<file path="config.mk">
export PLATFORM = sky130hd
export DESIGN_NAME = biss_pos_monitor_flat
export DESIGN_NICKNAME = d
export VERILOG_FILES = /design/src/rtl/biss_pos_monitor_if.sv /design/src/rtl/biss_pos_monitor.sv /design/src/flat_wrapper.sv
export SDC_FILE = /design/constraint.sdc
export NUM_CORES = 1
export LEC_CHECK = 0
export BUFFER_PORTS_ARGS = -buffer_cell sky130_fd_sc_hd__buf_2
export CAP_MARGIN = 0
export CORE_MARGIN = 2
export CORE_UTILIZATION = 30
export DETAILED_ROUTE_END_ITERATION = 7
export PLACE_DENSITY = 0.54
export SETUP_SLACK_MARGIN = 0.15
export SLEW_MARGIN = 10
export SYNTH_ARGS = -nofsm -noshare
export SYNTH_HDL_FRONTEND = slang
export SYNTH_SLANG_ARGS = --single-unit
</file>
<file path="constraint.sdc">
create_clock -name clk -period 6.5 [get_ports clk]
set_input_delay 0.325 -clock clk [delete_from_list [all_inputs] [get_ports clk]]
set_output_delay 0.325 -clock clk [all_outputs]
set_load 0.05 [all_outputs]
</file>
<file path="src/rtl/biss_pos_monitor_if.sv">
// Frame bus from the BiSS-C master into the position monitor.
//   position_data       : 32-bit frame result, right-aligned (0xFFFFFFFF CRC fail,
//                         0xFFFFFFFE error bit)
//   position_data_valid : one-cycle frame-complete strobe
//   error, warn         : encoder status bits, active-low, valid with the strobe
// master = frame source, slave = monitor.
interface biss_pos_monitor_if;
  logic [31:0] position_data;
  logic        position_data_valid;
  logic        error;
  logic        warn;

  modport master (output position_data, position_data_valid, error, warn);
  modport slave  (input  position_data, position_data_valid, error, warn);
endinterface

</file>
<file path="src/rtl/biss_pos_monitor.sv">
// BiSS-C position monitor: classifies each frame, tracks the last good position,
// produces a wrapped signed delta, counts bad frames, and runs a frame watchdog.
// Ports:
//   clk, rst          : clock, synchronous active-high reset
//   bus               : frame bus (slave side)
//   resolution_bits   : position width N (0 or >32 means 32)
//   timeout_ticks     : max cycles between strobes (0 disables)
//   max_consec_fail   : consecutive bad frames that raise fault (0 disables)
//   clear_stats       : one-cycle clear of counters/flags
//   pos_out/pos_valid : last good position and its update pulse
//   delta/delta_valid : signed change modulo 2^N, sign-extended
//   crc_fail_cnt, err_frame_cnt : saturating counters
//   warn_flag, fault, timeout   : status flags
//   mon_state         : 0 NO_REF, 1 TRACKING, 2 FAULT
module biss_pos_monitor (
  input  logic                     clk,
  input  logic                     rst,
  biss_pos_monitor_if.slave        bus,
  input  logic [7:0]               resolution_bits,
  input  logic [23:0]              timeout_ticks,
  input  logic [3:0]               max_consec_fail,
  input  logic                     clear_stats,
  output logic [31:0]              pos_out,
  output logic                     pos_valid,
  output logic [31:0]              delta,
  output logic                     delta_valid,
  output logic [15:0]              crc_fail_cnt,
  output logic [15:0]              err_frame_cnt,
  output logic                     warn_flag,
  output logic                     fault,
  output logic                     timeout,
  output logic [1:0]               mon_state
);
  typedef enum logic [1:0] {NO_REF = 2'd0, TRACKING = 2'd1, FAULT = 2'd2} state_t;

  state_t      state_q, state_d;
  logic [3:0]  consec;
  logic [23:0] wd;

  logic        strobe, is_crc, is_err, is_good, is_bad, timeout_evt, track_delta;
  logic [5:0]  n_eff;
  logic [31:0] mask, pos_new, diff, delta_new;
  logic [3:0]  consec_inc;

  assign strobe = bus.position_data_valid;

  always_comb begin
    is_crc  = (bus.position_data == 32'hFFFF_FFFF);
    is_err  = !is_crc && ((bus.position_data == 32'hFFFF_FFFE) || !bus.error);
    is_good = strobe && !is_crc && !is_err;
    is_bad  = strobe && (is_crc || is_err);
  end

  // Shifting by 32 yields 0, so N=32 naturally gives an all-ones mask.
  assign n_eff   = (resolution_bits == 8'd0 || resolution_bits > 8'd32) ? 6'd32
                                                                         : resolution_bits[5:0];
  assign mask    = ~(32'hFFFF_FFFF << n_eff);
  assign pos_new = bus.position_data & mask;
  // Difference against the previous good position, wrapped then sign-extended from bit N-1.
  assign diff      = (pos_new - pos_out) & mask;
  assign delta_new = diff[n_eff - 6'd1] ? (diff | ~mask) : diff;

  assign consec_inc  = (consec == 4'hF) ? 4'hF : consec + 4'd1;
  assign track_delta = is_good && (state_q == TRACKING) && !clear_stats;
  // Fires once, on the cycle the idle count reaches the limit.
  assign timeout_evt = !strobe && !clear_stats && !timeout && (timeout_ticks != 24'd0) &&
                       (({1'b0, wd} + 25'd1) >= {1'b0, timeout_ticks});

  always_comb begin
    state_d = state_q;
    if (clear_stats && !is_good)
      state_d = NO_REF;
    else if (is_good)
      state_d = TRACKING;
    else if (state_q == TRACKING) begin
      if (is_bad && (max_consec_fail != 4'd0) && (consec_inc >= max_consec_fail))
        state_d = FAULT;
      else if (timeout_evt)
        state_d = NO_REF;
    end
  end

  always_ff @(posedge clk) begin
    if (rst) begin
      state_q       <= NO_REF;
      fault         <= 1'b0;
      pos_out       <= '0;
      pos_valid     <= 1'b0;
      delta         <= '0;
      delta_valid   <= 1'b0;
      crc_fail_cnt  <= '0;
      err_frame_cnt <= '0;
      warn_flag     <= 1'b0;
      consec        <= '0;
      wd            <= '0;
      timeout       <= 1'b0;
    end else begin
      state_q     <= state_d;
      fault       <= (state_d == FAULT);
      pos_valid   <= is_good;
      delta_valid <= track_delta;
      if (is_good)     pos_out <= pos_new;
      if (track_delta) delta   <= delta_new;

      if (strobe)           warn_flag <= ~bus.warn;
      else if (clear_stats) warn_flag <= 1'b0;

      if (clear_stats) begin
        crc_fail_cnt  <= '0;
        err_frame_cnt <= '0;
      end else if (is_bad) begin
        if (is_crc && crc_fail_cnt != 16'hFFFF)  crc_fail_cnt  <= crc_fail_cnt + 16'd1;
        if (is_err && err_frame_cnt != 16'hFFFF) err_frame_cnt <= err_frame_cnt + 16'd1;
      end

      if (clear_stats || is_good) consec <= '0;
      else if (is_bad)            consec <= consec_inc;

      if (strobe || clear_stats) begin
        wd      <= '0;
        timeout <= 1'b0;
      end else if (timeout_evt) begin
        wd      <= wd + 24'd1;
        timeout <= 1'b1;
      end else if (!timeout && wd != 24'hFF_FFFF) begin
        wd <= wd + 24'd1;
      end
    end
  end

  assign mon_state = state_q;
endmodule

</file>
<file path="src/flat_wrapper.sv">
// flat-port wrapper written by rule: the top's interface ports become plain ports
module biss_pos_monitor_flat 
  (clk, rst, resolution_bits, timeout_ticks, max_consec_fail, clear_stats, pos_out, pos_valid, delta, delta_valid, crc_fail_cnt, err_frame_cnt, warn_flag, fault, timeout, mon_state, bus_position_data, bus_position_data_valid, bus_error, bus_warn);
  biss_pos_monitor_if bus_i ();
  input  logic clk;
  input  logic rst;
  input  logic [7:0] resolution_bits;
  input  logic [23:0] timeout_ticks;
  input  logic [3:0] max_consec_fail;
  input  logic clear_stats;
  output logic [31:0] pos_out;
  output logic pos_valid;
  output logic [31:0] delta;
  output logic delta_valid;
  output logic [15:0] crc_fail_cnt;
  output logic [15:0] err_frame_cnt;
  output logic warn_flag;
  output logic fault;
  output logic timeout;
  output logic [1:0] mon_state;
  input wire logic [$bits(bus_i.position_data)-1:0] bus_position_data;
  input wire logic [$bits(bus_i.position_data_valid)-1:0] bus_position_data_valid;
  input wire logic [$bits(bus_i.error)-1:0] bus_error;
  input wire logic [$bits(bus_i.warn)-1:0] bus_warn;
  assign bus_i.position_data = bus_position_data;
  assign bus_i.position_data_valid = bus_position_data_valid;
  assign bus_i.error = bus_error;
  assign bus_i.warn = bus_warn;
  biss_pos_monitor u_core (.clk(clk), .rst(rst), .bus(bus_i), .resolution_bits(resolution_bits), .timeout_ticks(timeout_ticks), .max_consec_fail(max_consec_fail), .clear_stats(clear_stats), .pos_out(pos_out), .pos_valid(pos_valid), .delta(delta), .delta_valid(delta_valid), .crc_fail_cnt(crc_fail_cnt), .err_frame_cnt(err_frame_cnt), .warn_flag(warn_flag), .fault(fault), .timeout(timeout), .mon_state(mon_state));
endmodule
</file>
==> reports/results.txt <==
status = complete, no violations
dpl cells = 1831
reg-to-reg critical path endpoint = u_core.wd[18]$_SDFFE_PP0P_
mapped cell area = 9630 sq um
prevailing post-synth register cell = dfxtp_1
min Tclk post-route = 5.89 ns
Final WS setup = 0.606 ns
simple-gate portion of the synthesized area = 27.7%
R2R Setup Slk = 1.68 ns
Rows = 65
clk buf depth = 2
Hold EP = u_core.warn_flag$_SDFFE_PP0P_
Port Buffer Count = 176
global routing's busiest layer = met2
largest family of logic cells by synthesized area = simple AND/OR/NAND/NOR gates
Fill cells = 3367
area delta synth->final = 18.8%
CTS tree = built
post-synthesis register bit count = 131
sum of negative setup slack = 0 ns
I/O pins = 177
core area = 31600 sq um
Initial Util = 30.5%
grt ovf = 0
Final Cycle Share = 90.7%
Iter 0 DRT Violations = 664
fin nets = 1590
Final Hold Violating Endpoints = 0
Setup crit start kind = input port
drt wl/cell = 18.8 um
Antenna Nets Post-Route = 0
RSZ-0062 raised after global routing = no
largest net degree at the start of global routing = 52
synth warn = 0
CTS Sinks = 131
Worst Tran Pin Value = 1.25 ns
Synth Area in Compound Gates = 19.7%
Total GRT Usage = 20.8%
# DRC = 0
GP Congestion = 0.930
Fmax = 170 MHz
R2R Path Start = u_core.wd[0]$_SDFFE_PP0P_
Hold Crit Class = in2reg
commonest cells after routing, fill and taps aside = buf_2 (176), nor2_1 (174), nand2_1 (139), dfxtp_1 (131), a21oi_1 (99)
Syn Area/Cell = 7.39 sq um
dpl ws = 0.107 ns
met2 Usage GRT = 34.1%
commonest non-fill, non-tap cell in the layout = buf_2
Rel. slew slack = 15.5%
HPWL after detailed placement = 27600 um
Via density = 5.37
final WL = 35100 um
Non-Filler Instances = 1867
GR Util met1 = 26.7%
Peak VDD IR = 0.172 mV
Vias = 10000
vias in the first global route = 9444
router iterations before antenna repair = 5
critical path peak fanout = 15
Die Wd = 183 um
adder-cell share of the synthesized area = 8.92%
max cap viols = 0
Post-synth EDFFs = 0
register area share after synthesis = 27.2%
die area = 33500 sq um
min-delay src = bus_warn
Async SR Flop Fraction = 0%
syn nets = 1444
WS Path Type = in2reg
grt met3 use = 4.79%
# Post-CTS Setup Buffers = 0
hold depth = 3
CTS clk-pin slew, worst paths = 0.06 ns
Fin Clk Skew = 0.0120 ns
Post-Synth XOR/XNOR Area = 8.83%
worst-skew pair later-pin latency = 0.44 ns
fin. max-slew vios = 0
Setup crit end kind = flip-flop
Leakage = 4.84 nW
Netlist cell types = 73
share of cells above drive strength 1 = 16.6%
first-pass GRT wire length = 54200 um
Synth Instances = 1302
Pwr Density = 205 nW/um^2
mux share of post-synthesis cell area = 1.88%
CP required = 6.82 ns
Worst Path Arrival = 6.22 ns
initial antenna violation count = 6
clock root buffer = clkbuf_16
H-tree depth reported by CTS = 4
die height = 183 um
total CTS buffers = 17
final count of negative-setup-slack endpoints = 0
Reg2Reg Depth = 19
-- area by class of cell --
type,count,area [sq um],share of cell area [%]
clock inverters,14,119,1.04
well taps,402,503,4.40
repair buffers,193,1010,8.82
flip-flops and latches,131,2620,22.9
clock buffers,18,429,3.75
multi-input cells,1030,6460,56.5
diodes,4,10.0,0.0875
inverters,75,282,2.46
-- cell families after synthesis --
family,Yosys count
simple gates,560
fa+ha+maj,68
mux,18
compound gates,287
buf+inv,141
flops,131
xor+xnor,97
-- worst max-delay path: stages --
cell       delay [ns]
buf_2            0.21
nor4_2           0.57
a21boi_1         0.55
buf_4            0.30
nand2_1          0.17
and2_1           0.24
ha_1             0.35
a21o_1           0.26
a221o_1          0.42
a21boi_0         0.51
xnor2_1          0.24
a311oi_1         0.14
a211o_1          0.27
and4b_1          0.18
a41o_1           0.22
inv_1            0.48
a21oi_1          0.35
a2111oi_2        0.44
-- repair_timing --
item	in CTS	in global routing
endpoints found under the setup margin	0	5
resized for setup	0	1
hold buffers	0	0
-- flip-flops by register name, indices dropped and copies added (netlist names) --
| signal | count |
|---|---|
| u_core.pos_valid | 1 |
| u_core.mon_state | 2 |
| u_core.delta | 32 |
| u_core.pos_out | 32 |
| u_core.crc_fail_cnt | 16 |
| u_core.err_frame_cnt | 16 |
| u_core.timeout | 1 |
| u_core.wd | 24 |
| u_core.delta_valid | 1 |
| u_core.warn_flag | 1 |
| u_core.fault | 1 |
| u_core.consec | 4 |
-- synthesized netlist by cell type, types with 9 or more instances --
cell type  number  area [sq um]
and2_1         29           181
nand2_1       139           522
clkbuf_1       58           218
ha_1           67           838
nor3_1         29           145
nor4_1         13          81.3
and3_1         21           131
nor2_1        174           653
xor2_1         53           464
inv_1          75           282
dfxtp_1       131          2620
nor2b_1        20           125
mux2i_1        17           170
nand2b_1       10          62.6
or3_1           9          56.3
o21a_1         11          82.6
a21oi_1        99           495
a31oi_1        16           100
a211oi_1       20           150
and4_1          9          78.8
a21o_1         19           143
o21ai_0        47           235
nand4_1        41           257
xnor2_1        44           385
nand3_1        51           255
-- power breakdown --
part	internal (W)	switching, W	leakage, nW
sequential	0.000817	0.0000110	1.06
combinational	0.000188	0.000394	3.52
clock	0.000499	0.000433	0.258
-- stage by stage --
step	hold WS, ns	util, %	area, sq um	total power [W]
2_1_floorplan	0.473	-	9630	0.00124
3_3_place_gp	0.456	34.4	10900	0.00142
3_5_place_dp	0.465	34.4	10900	0.00142
4_1_cts	0.146	36.2	11400	0.00236
5_1_grt	0.153	36.2	11400	0.00245
6_report	0.161	36.2	11400	0.00234
-- how the worst max path moves through the flow --
stage | from | to | slack, ns | depth (start not counted)
final | resolution_bits[4] | u_core.delta[27]$_SDFFE_PP0P_ | 0.61 | 18
after global routing | resolution_bits[4] | u_core.delta[27]$_SDFFE_PP0P_ | 0.25 | 20
after CTS | resolution_bits[4] | u_core.delta[27]$_SDFFE_PP0P_ | 0.55 | 20
after detailed placement | resolution_bits[4] | u_core.delta[27]$_SDFFE_PP0P_ | 0.11 | 20
after global placement | resolution_bits[4] | u_core.delta[27]$_SDFFE_PP0P_ | 0.23 | 20
after floorplan | resolution_bits[5] | u_core.delta[23]$_SDFFE_PP0P_ | 1.08 | 24
-- metal layers --
layer / vias to the layer above / wire length (um)
met5: - / 26
met4: 4 / 1050
met3: 67 / 2600
met2: 386 / 16000
met1: 4672 / 15400
li1: 4891 / -
(Power assumes the default switching activity.)
